<file path="config.mk">
export PLATFORM = sky130hd
export DESIGN_NAME = clk_div_ratio_ctrl
export DESIGN_NICKNAME = d
export VERILOG_FILES = /design/src/rtl/clk_div_ratio_ctrl.sv
export SDC_FILE = /design/constraint.sdc
export NUM_CORES = 1
export LEC_CHECK = 0
export CAP_MARGIN = 20
export CORE_MARGIN = 5
export CORE_UTILIZATION = 54
export CTS_CLUSTER_SIZE = 30
export DETAILED_ROUTE_END_ITERATION = 8
export PLACE_DENSITY_LB_ADDON = 0.25
export SLEW_MARGIN = 15
export SYNTH_ARGS = -nofsm -noshare
export SYNTH_HDL_FRONTEND = slang
export SYNTH_SLANG_ARGS = --single-unit
</file>
<file path="constraint.sdc">
create_clock -name ref_clk -period 2.9 [get_ports ref_clk]
set_clock_uncertainty 0.15 [all_clocks]
set_input_delay 0.58 -clock ref_clk [delete_from_list [all_inputs] [get_ports ref_clk]]
set_output_delay 0.58 -clock ref_clk [all_outputs]
set_load 0.02 [all_outputs]
</file>
<file path="src/rtl/clk_div_ratio_ctrl.sv">
// -----------------------------------------------------------------------------
// clk_div_ratio_ctrl
//
// Ratio-change controller for the programmable clock divider. Two requesters
// ask for a new divide ratio. The block picks one round-robin and holds the
// divider disabled for a drain window. It then loads the new ratio, waits a
// settle window with the divider running again, and acknowledges. The divider
// never sees a ratio change while it is enabled.
//
// Optional feature (compile-time macro RATIO_RANGE_CHECK_EN):
//   defined   - a captured ratio of 0 or 1 is rejected with a nackN pulse.
//               div_ratio and the run flag are left untouched.
//   undefined - no range check. nack0/nack1 are tied low.
//
// Ports
//   ref_clk          in   clock (single domain)
//   rst              in   asynchronous, active-low reset
//   sys_en           in   global divider enable from the system
//   req0 / req1      in   ratio-change request, requester 0 / 1
//   ratio0 / ratio1  in   requested ratio, valid while reqN is high
//   ack0 / ack1      out  one-cycle pulse: new ratio is live
//   nack0 / nack1    out  one-cycle pulse: request rejected (range check)
//   div_ratio        out  ratio driven to the divider
//   div_en           out  enable driven to the divider (sys_en & run)
//   busy             out  high whenever the FSM is not in IDLE
// -----------------------------------------------------------------------------
module clk_div_ratio_ctrl #(
    parameter int unsigned         RATIO_WD      = 8,
    parameter logic [RATIO_WD-1:0] DEFAULT_RATIO = RATIO_WD'(2),
    parameter int unsigned         DRAIN_CYC     = 2,
    parameter int unsigned         SETTLE_CYC    = 4
) (
    input  logic                ref_clk,
    input  logic                rst,
    input  logic                sys_en,
    input  logic                req0,
    input  logic                req1,
    input  logic [RATIO_WD-1:0] ratio0,
    input  logic [RATIO_WD-1:0] ratio1,
    output logic                ack0,
    output logic                ack1,
    output logic                nack0,
    output logic                nack1,
    output logic [RATIO_WD-1:0] div_ratio,
    output logic                div_en,
    output logic                busy
);

    // One counter serves both the drain and the settle windows.
    localparam int unsigned CNT_MAX = (DRAIN_CYC > SETTLE_CYC) ? DRAIN_CYC : SETTLE_CYC;
    localparam int unsigned CNT_W   = $clog2(CNT_MAX) + 1;
    localparam logic [CNT_W-1:0] DRAIN_LAST  = CNT_W'(DRAIN_CYC - 1);
    localparam logic [CNT_W-1:0] SETTLE_LAST = CNT_W'(SETTLE_CYC - 1);

    typedef enum logic [2:0] {
        S_IDLE,
        S_DRAIN,
        S_LOAD,
        S_SETTLE,
        S_ACK
    } state_t;

    state_t              state;
    logic [CNT_W-1:0]    cnt;
    logic [RATIO_WD-1:0] pending;   // ratio captured at the grant edge
    logic                gnt_id;    // requester owning the current transaction
    logic                rr;        // tie-break: requester that wins the next tie
    logic                run;       // divider enable from the controller
    logic [1:0]          ack_q;
`ifdef RATIO_RANGE_CHECK_EN
    logic [1:0]          nack_q;
`endif

    // Grant selection, valid whenever at least one request is high in IDLE.
    logic                gnt_sel;
    logic [RATIO_WD-1:0] gnt_ratio;

    always_comb begin
        // NOTE: every output of this block gets a default first, so no path
        // leaves it unassigned and no latch is inferred.
        gnt_sel = 1'b0;
        if (req0 && req1) begin
            gnt_sel = rr;
        end else if (req1) begin
            gnt_sel = 1'b1;
        end
        gnt_ratio = gnt_sel ? ratio1 : ratio0;
    end

    always_ff @(posedge ref_clk or negedge rst) begin
        if (!rst) begin
            state     <= S_IDLE;
            cnt       <= '0;
            pending   <= DEFAULT_RATIO;
            gnt_id    <= 1'b0;
            rr        <= 1'b0;
            run       <= 1'b1;
            div_ratio <= DEFAULT_RATIO;
            ack_q     <= '0;
            busy      <= 1'b0;
`ifdef RATIO_RANGE_CHECK_EN
            nack_q    <= '0;
`endif
        end else begin
            // NOTE: all state here uses non-blocking assignments. Every
            // register then sees the values from before this edge, whatever
            // the statement order.
            ack_q <= '0;
`ifdef RATIO_RANGE_CHECK_EN
            nack_q <= '0;
`endif
            case (state)
                S_IDLE: begin
                    if (req0 || req1) begin
                        gnt_id  <= gnt_sel;
                        rr      <= ~gnt_sel;   // the loser gets the next tie
                        pending <= gnt_ratio;
                        busy    <= 1'b1;
                        cnt     <= '0;
`ifdef RATIO_RANGE_CHECK_EN
                        if (gnt_ratio < RATIO_WD'(2)) begin
                            // Rejected: go straight to ACK and leave the divider alone.
                            state          <= S_ACK;
                            nack_q[gnt_sel] <= 1'b1;
                        end else
`endif
                        if (gnt_ratio == div_ratio) begin
                            // Nothing to change: acknowledge without draining.
                            state          <= S_ACK;
                            ack_q[gnt_sel] <= 1'b1;
                        end else begin
                            state <= S_DRAIN;
                            run   <= 1'b0;
                        end
                    end
                end

                S_DRAIN: begin
                    if (cnt == DRAIN_LAST) begin
                        state <= S_LOAD;
                        cnt   <= '0;
                    end else begin
                        cnt <= cnt + CNT_W'(1);
                    end
                end

                S_LOAD: begin
                    // The divider has been disabled for the full drain window.
                    div_ratio <= pending;
                    run       <= 1'b1;
                    state     <= S_SETTLE;
                    cnt       <= '0;
                end

                S_SETTLE: begin
                    if (cnt == SETTLE_LAST) begin
                        state         <= S_ACK;
                        ack_q[gnt_id] <= 1'b1;
                        cnt           <= '0;
                    end else begin
                        cnt <= cnt + CNT_W'(1);
                    end
                end

                S_ACK: begin
                    state <= S_IDLE;
                    busy  <= 1'b0;
                end

                default: begin
                    state <= S_IDLE;
                    busy  <= 1'b0;
                    run   <= 1'b1;
                end
            endcase
        end
    end

    assign ack0   = ack_q[0];
    assign ack1   = ack_q[1];
    assign div_en = sys_en & run;

`ifdef RATIO_RANGE_CHECK_EN
    assign nack0 = nack_q[0];
    assign nack1 = nack_q[1];
`else
    assign nack0 = 1'b0;
    assign nack1 = 1'b0;
`endif

endmodule

</file>
==> out/summary.txt, run 1 <==
Status - complete, no violations
DRC errors left - 0
I/O Buffers - 32
CTS Buffer Depth - 2
Worst hold path type - reg -> reg
Post-CTS Repair Setup Buffers - 0
Worst-path fanout max - 1
Psw - 0.7399 mW
Number of synthesized flops with an enable pin - 0
Unique masters post-synth - 46
First-pass GRT wire length - 6.168 mm
Worst EP arrival - 1750 ps
Pin count of the biggest net entering global routing - 29
Crit path capture type - primary output
Diode count - 0
All-Layer GR Usage - 0.1865
Largest family of logic cells by synthesized area - compound AO/OA/AOI/OAI gates
Vias - 1,360
Post-Synth XOR/XNOR Area - 0.01079
Startpoint types - primary input
Sink Count - 28
Num CTS Buffers - 3
Top cell type's share of synthesized area - 0.3852
# H-tree levels - 1
Max-Cap Viols - 0
Synth Warn # - 0
Die H - 64.84 µm
I/O pins - 35
Clock Power Share - 0.108
Fin crit period - 2480 ps
CTS tree - yes
Hold Crit Start - pending[4]
Synth Area in Simple Gates - 0.1934
Mux cell area share after synthesis - 0.08475
Worst Hold End - pending[4]
Fraction of layout cells with a size suffix above 1 - 0.1150
RSZ-0062 raised after global routing - no
Sum Neg Setup Slack - 0 ps
Worst setup path category - in -> out
Synthesized cell area - 1624 µm²
Most numerous cell in the Yosys netlist - dfrtp_1
Gate power share - 0.489
Initial Utilization - 0.5454
Number of hold buffers added after CTS - 0
Yosys top cell by area - dfrtp_1
Sw Share - 0.4076
Util after Layout - 0.6748
Detailed Place HPWL - 2.794 mm
Async SR Flop Fraction - 1.000
RePlAce Congestion - 0.9217
Reg2reg start - div_ratio[1]
Drt pass-1 iters - 4
Worst reg-to-reg path cell count - 5
Initial antenna violation count - 0
Post-DRT Antenna Nets - 0
Synth cell count leaders - 25 x dfrtp_1, 16 x nand2_1, 15 x o21ai_0
Fillcell total - 241
Seq/Total Area, Yosys - 0.4337
Max Clk Rate - 0.4031 GHz
Synth Area in Compound Gates - 0.1949
WL/cell - 15.56 µm
Max-slew headroom - 0.4803
Post_cts resized - 0
Post-route clock period utilization - 0.8553
Most used DFF post-synth - dfrtp_1
DR vias/cell - 5.837
Fin. Hold Viols - 0
Core Rows - 20
1st-iter DRT viols - 24
Worst-skew pair later-pin latency - 330 ps
Seq cells post-synth - 28
PD cells - 903.2 nW/µm²
Layout area overhead - 23.73%
Post-layout nets - 226
Int Pwr - 1.075 mW
VDD IR max - 0.4912 mV
Post-Synth Adder-Cell Area - 0.03082
Worst slew pin tran - 776.2 ps
Clk slew on worst S/H paths - 150 ps
Reg-to-Reg End - state[0]
Setup violations, final - 0
Sequential share of power - 0.403
Reg-to-reg slack, setup - 950 ps
Total wire length - 3.626 mm
Die area - 4204 µm²
Worst Path Required - 2170 ps
Avg Inst Size Synth - 9.783 µm²
Dominant cells by area after synthesis - dfrtp_1 39%, dfstp_2 4.9%, o21ai_0 4.6%
Hold Crit Depth - 2
Clk root buf - clkbuf_4
Core ar. - 2978 µm²
Die width - 64.84 µm
Gr ovfl total - 0
Leak - 0.8476 nW
Cell count after synthesis - 166
Slew Limit Fails - 0
Vias in the first global route - 1,409
[worst max path at each step]
stage / startpoint / to / slack, ps / cells past startpoint
global placement: req0 / state[0] / 380 / 6
global route: sys_en / div_en / 370 / 3
detailed placement: req0 / state[0] / 330 / 6
floorplan: req1 / state[0] / 920 / 6
finish: sys_en / div_en / 420 / 3
CTS: sys_en / div_en / 410 / 3
[routing by layer]
metal | vias up | wire length [µm] | global-route usage
met2 | 43 | 1837 | 0.3180
met3 | 6 | 152 | 0.03466
met1 | 650 | 1593 | 0.2304
met4 | 0 | 42 | 0.07652
met5 | - | 0 | 0
li1 | 661 | - | -
[kinds of logic after synthesis]
group / after synthesis
other cells: 1
flops: 28
xor+xnor: 2
compound gates: 45
simple gates: 56
buf+inv: 17
fa+ha+maj: 4
mux: 13
[power by group through the flow]
stage	clock, mW	combinational, mW	sequential (mW)
final	0.196	0.887	0.732
after global routing	0.218	0.986	0.768
after CTS	0.199	0.897	0.732
after detailed placement	0	0.891	0.740
after global placement	0	0.865	0.729
after floorplan	0	0.563	0.762
[critical path, stage by stage]
cell and delay [ps]:
clkdlybuf4s50_1 460, and2_1 120, clkdlybuf4s50_1 590
[area by class of cell]
class | instances | area, µm² | area share
multi-input cells | 122 | 843.3 | 0.4197
clock buffers | 4 | 36.28 | 0.01806
inverters | 11 | 41.29 | 0.02055
repair buffers | 35 | 342.8 | 0.1706
well taps | 33 | 41.29 | 0.02055
flip-flops and latches | 28 | 704.4 | 0.3506
[registers in the layout (all words and copies together) (netlist names)]
register / cells
ack_q: 2
busy: 1
cnt: 3
div_ratio: 8
gnt_id: 1
pending: 8
rr: 1
run: 1
state: 3
[through the flow]
stage | std cells | power [mW] | setup WS [ps] | cell area [µm²] | hold WS [ps]
after global routing | 233 | 1.972 | 369.3 | 2009 | 385.1
after detailed placement | 229 | 1.632 | 328.8 | 1973 | 318.4
after floorplan | 167 | 1.324 | 922.5 | 1628 | 134.4
after CTS | 233 | 1.828 | 411.3 | 2009 | 351.6
after global placement | 229 | 1.593 | 376.2 | 1973 | 311.8
final | 233 | 1.815 | 419.5 | 2009 | 350.8
[placed cells by master, fill, tap and decap left out, types with 4 or more instances in the layout]
cell type	count
clkdlybuf4s50_1	32
dfrtp_1	25
nand2_1	16
o21ai_0	15
nand2b_1	11
inv_1	10
nor2_1	8
mux2i_1	7
a21oi_1	6
mux2_2	6
nor2b_1	4
ha_1	4
(Power assumes the default switching activity.)
==> inputs of run 2 (changes only) <==
--- a/config.mk
+++ b/config.mk
@@ -6,8 +6,9 @@
 export NUM_CORES = 1
 export LEC_CHECK = 0
 export CAP_MARGIN = 20
-export CORE_MARGIN = 5
-export CORE_UTILIZATION = 54
+export CELL_PAD_IN_SITES_DETAIL_PLACEMENT = 0
+export CELL_PAD_IN_SITES_GLOBAL_PLACEMENT = 1
+export CORE_UTILIZATION = 41
 export CTS_CLUSTER_SIZE = 30
 export DETAILED_ROUTE_END_ITERATION = 8
 export PLACE_DENSITY_LB_ADDON = 0.25
==> run 2 against run 1 <==
- hold slack lost 13 ps
- count of clock-buffer cells in the layout shrank 1
- final cell count grew 6.9%
- fmax grew 0.56%
- largest cell class unchanged
- largest power group unchanged
==> out/summary.txt, run 2 (synthesized netlist as in run 1, its figures left out) <==
RePlAce Congestion - 0.8334 (-9.6%)
Post-CTS Repair Setup Buffers - 0 (unchanged)
Drt pass-1 iters - 4 (unchanged)
Worst-path cell chain - clkdlybuf4s50_1 -> and2_1 -> clkdlybuf4s50_1
CTS Buffer Depth - 2 (unchanged)
Core Rows - 22 (+10%)
Worst-skew pair later-pin latency - 280 ps (-50 ps)
Gr ovfl total - 0 (unchanged)
Post-DRT Antenna Nets - 0 (unchanged)
CP dominant cell by count - clkdlybuf4s50_1
Worst setup startpoint - sys_en
Placed cell area - 1999 µm² (+1.3%)
Post-route clock period utilization - 0.8506 (-0.004792)
Setup violations, final - 0 (unchanged)
Initial antenna violation count - 0 (unchanged)
Fin crit period - 2467 ps (-13.90 ps)
1st-iter DRT viols - 135 (+460%)
Clk root buf - clkbuf_8
I/O Buffers - 32 (unchanged)
Reg-to-reg slack, setup - 950 ps (about the same)
Slew Limit Fails - 0 (unchanged)
Worst hold path type - reg -> reg
Post_cts resized - 0 (unchanged)
Largest registers - div_ratio: 8 flops, pending: 8 flops
Hold Crit Start - pending[7]
I/O pins - 35 (unchanged)
Reg2reg start - div_ratio[1]
Sum Neg Setup Slack - 0 ps (unchanged)
Worst-path fanout max - 1 (unchanged)
Initial Utilization - 0.4370 (-0.1083)
Vias in the first global route - 1,354 (-3.9%)
Commonest non-fill, non-tap cell in the layout - clkdlybuf4s50_1
Detailed Place HPWL - 2.799 mm (+0.17%)
Status - complete, no violations
Crit path capture type - primary output
Layout area overhead - 27.50%
Total wire length - 3.671 mm (+1.2%)
Max-Cap Viols - 0 (unchanged)
Fin. Hold Viols - 0 (unchanged)
All-Layer GR Usage - 0.1989 (+0.01234)
Sink Count - 28 (unchanged)
First-pass GRT wire length - 6.472 mm (+4.9%)
Worst Path Required - 2170 ps (about the same)
Diode count - 0 (unchanged)
VDD IR max - 0.3998 mV (-19%)
Fraction of layout cells with a size suffix above 1 - 0.1194 (+0.004403)
Worst reg-to-reg path cell count - 5 (unchanged)
Worst setup path category - in -> out
Die width - 64.94 µm (+0.15%)
DRC errors left - 0 (unchanged)
Max Clk Rate - 0.4054 GHz (+0.56%)
RSZ-0062 raised after global routing - no
CTS tree - yes
Die area - 4217 µm² (+0.29%)
PD cells - 939.4 nW/µm² (+4.0%)
DR vias/cell - 5.386 (-7.7%)
Pin count of the biggest net entering global routing - 29 (unchanged)
Most frequent cells in the layout - 32 x clkdlybuf4s50_1, 25 x dfrtp_1, 16 x nand2_1, 15 x o21ai_0, 11 x nand2b_1
Worst EP arrival - 1740 ps (about the same)
Vias - 1,341 (-1.4%)
Critical Path Max Stage Delay - 590 ps (about the same)
CP max-delay cell - clkdlybuf4s50_1
Number of hold buffers added after CTS - 0 (unchanged)
Leak - 0.8676 nW (+2.4%)
Reg-to-Reg End - state[0]
Startpoint types - primary input
Die H - 64.94 µm (+0.15%)
Post-layout nets - 227 (+0.44%)
Crit path to - div_en
WL/cell - 14.74 µm (-5.3%)
Clk slew on worst S/H paths - 110 ps (-40 ps)
Core ar. - 3716 µm² (+25%)
Num CTS Buffers - 3 (unchanged)
Design Area, Final - 2071 µm² (+3.1%)
# H-tree levels - 1 (unchanged)
-- run 2: worst min path at each step --
stage / cells after the start / slack (ps) / to
6_report: 2 / 340 / pending[7]
5_1_grt: 2 / 370 / pending[7]
2_1_floorplan: 0 / 130 / ack_q[0]
4_1_cts: 2 / 340 / pending[7]
3_5_place_dp: 2 / 320 / pending[7]
3_3_place_gp: 2 / 310 / pending[5]
-- run 2: per-stage QoR --
step	std cells	worst slack [ps]	hold WS, ps	util	total power [mW]
after floorplan	167	922.5	134.4	-	1.324
after global placement	245	325.0	311.0	0.5380	1.620
after detailed placement	245	278.1	320.9	0.5380	1.643
after CTS	249	427.4	344.6	0.5572	1.960
after global routing	249	382.8	366.6	0.5572	2.103
final	249	433.4	338.0	0.5572	1.945
-- run 2: final cells by class --
cell class	instances	area [µm²]
clock buffer	3	41.29
clock inverter	1	30.03
tap	48	60.06
sequential	28	704.4
inverter	11	41.29
fill	370	1645
timing repair buffer	36	350.3
multi-input combinational	122	843.3
-- run 2: where the power goes --
group	switching, mW	total [mW]	leakage (nW)	internal (mW)
registers	0.161	0.736	0.343	0.575
logic	0.466	0.895	0.489	0.430
clock network	0.129	0.314	0.0357	0.185
-- run 2: critical path: cells and delay by family --
kind	cells	cell delay, ps
simple gates	1	120
buf+inv	2	1040
-- run 2: per-layer routing --
metal	routed length, µm	GRT usage	vias to the layer above
li1	-	-	662
met1	1753	0.2701	648
met2	1780	0.3255	27
met3	112	0.02641	4
met4	24	0.06111	0
met5	0	0	-
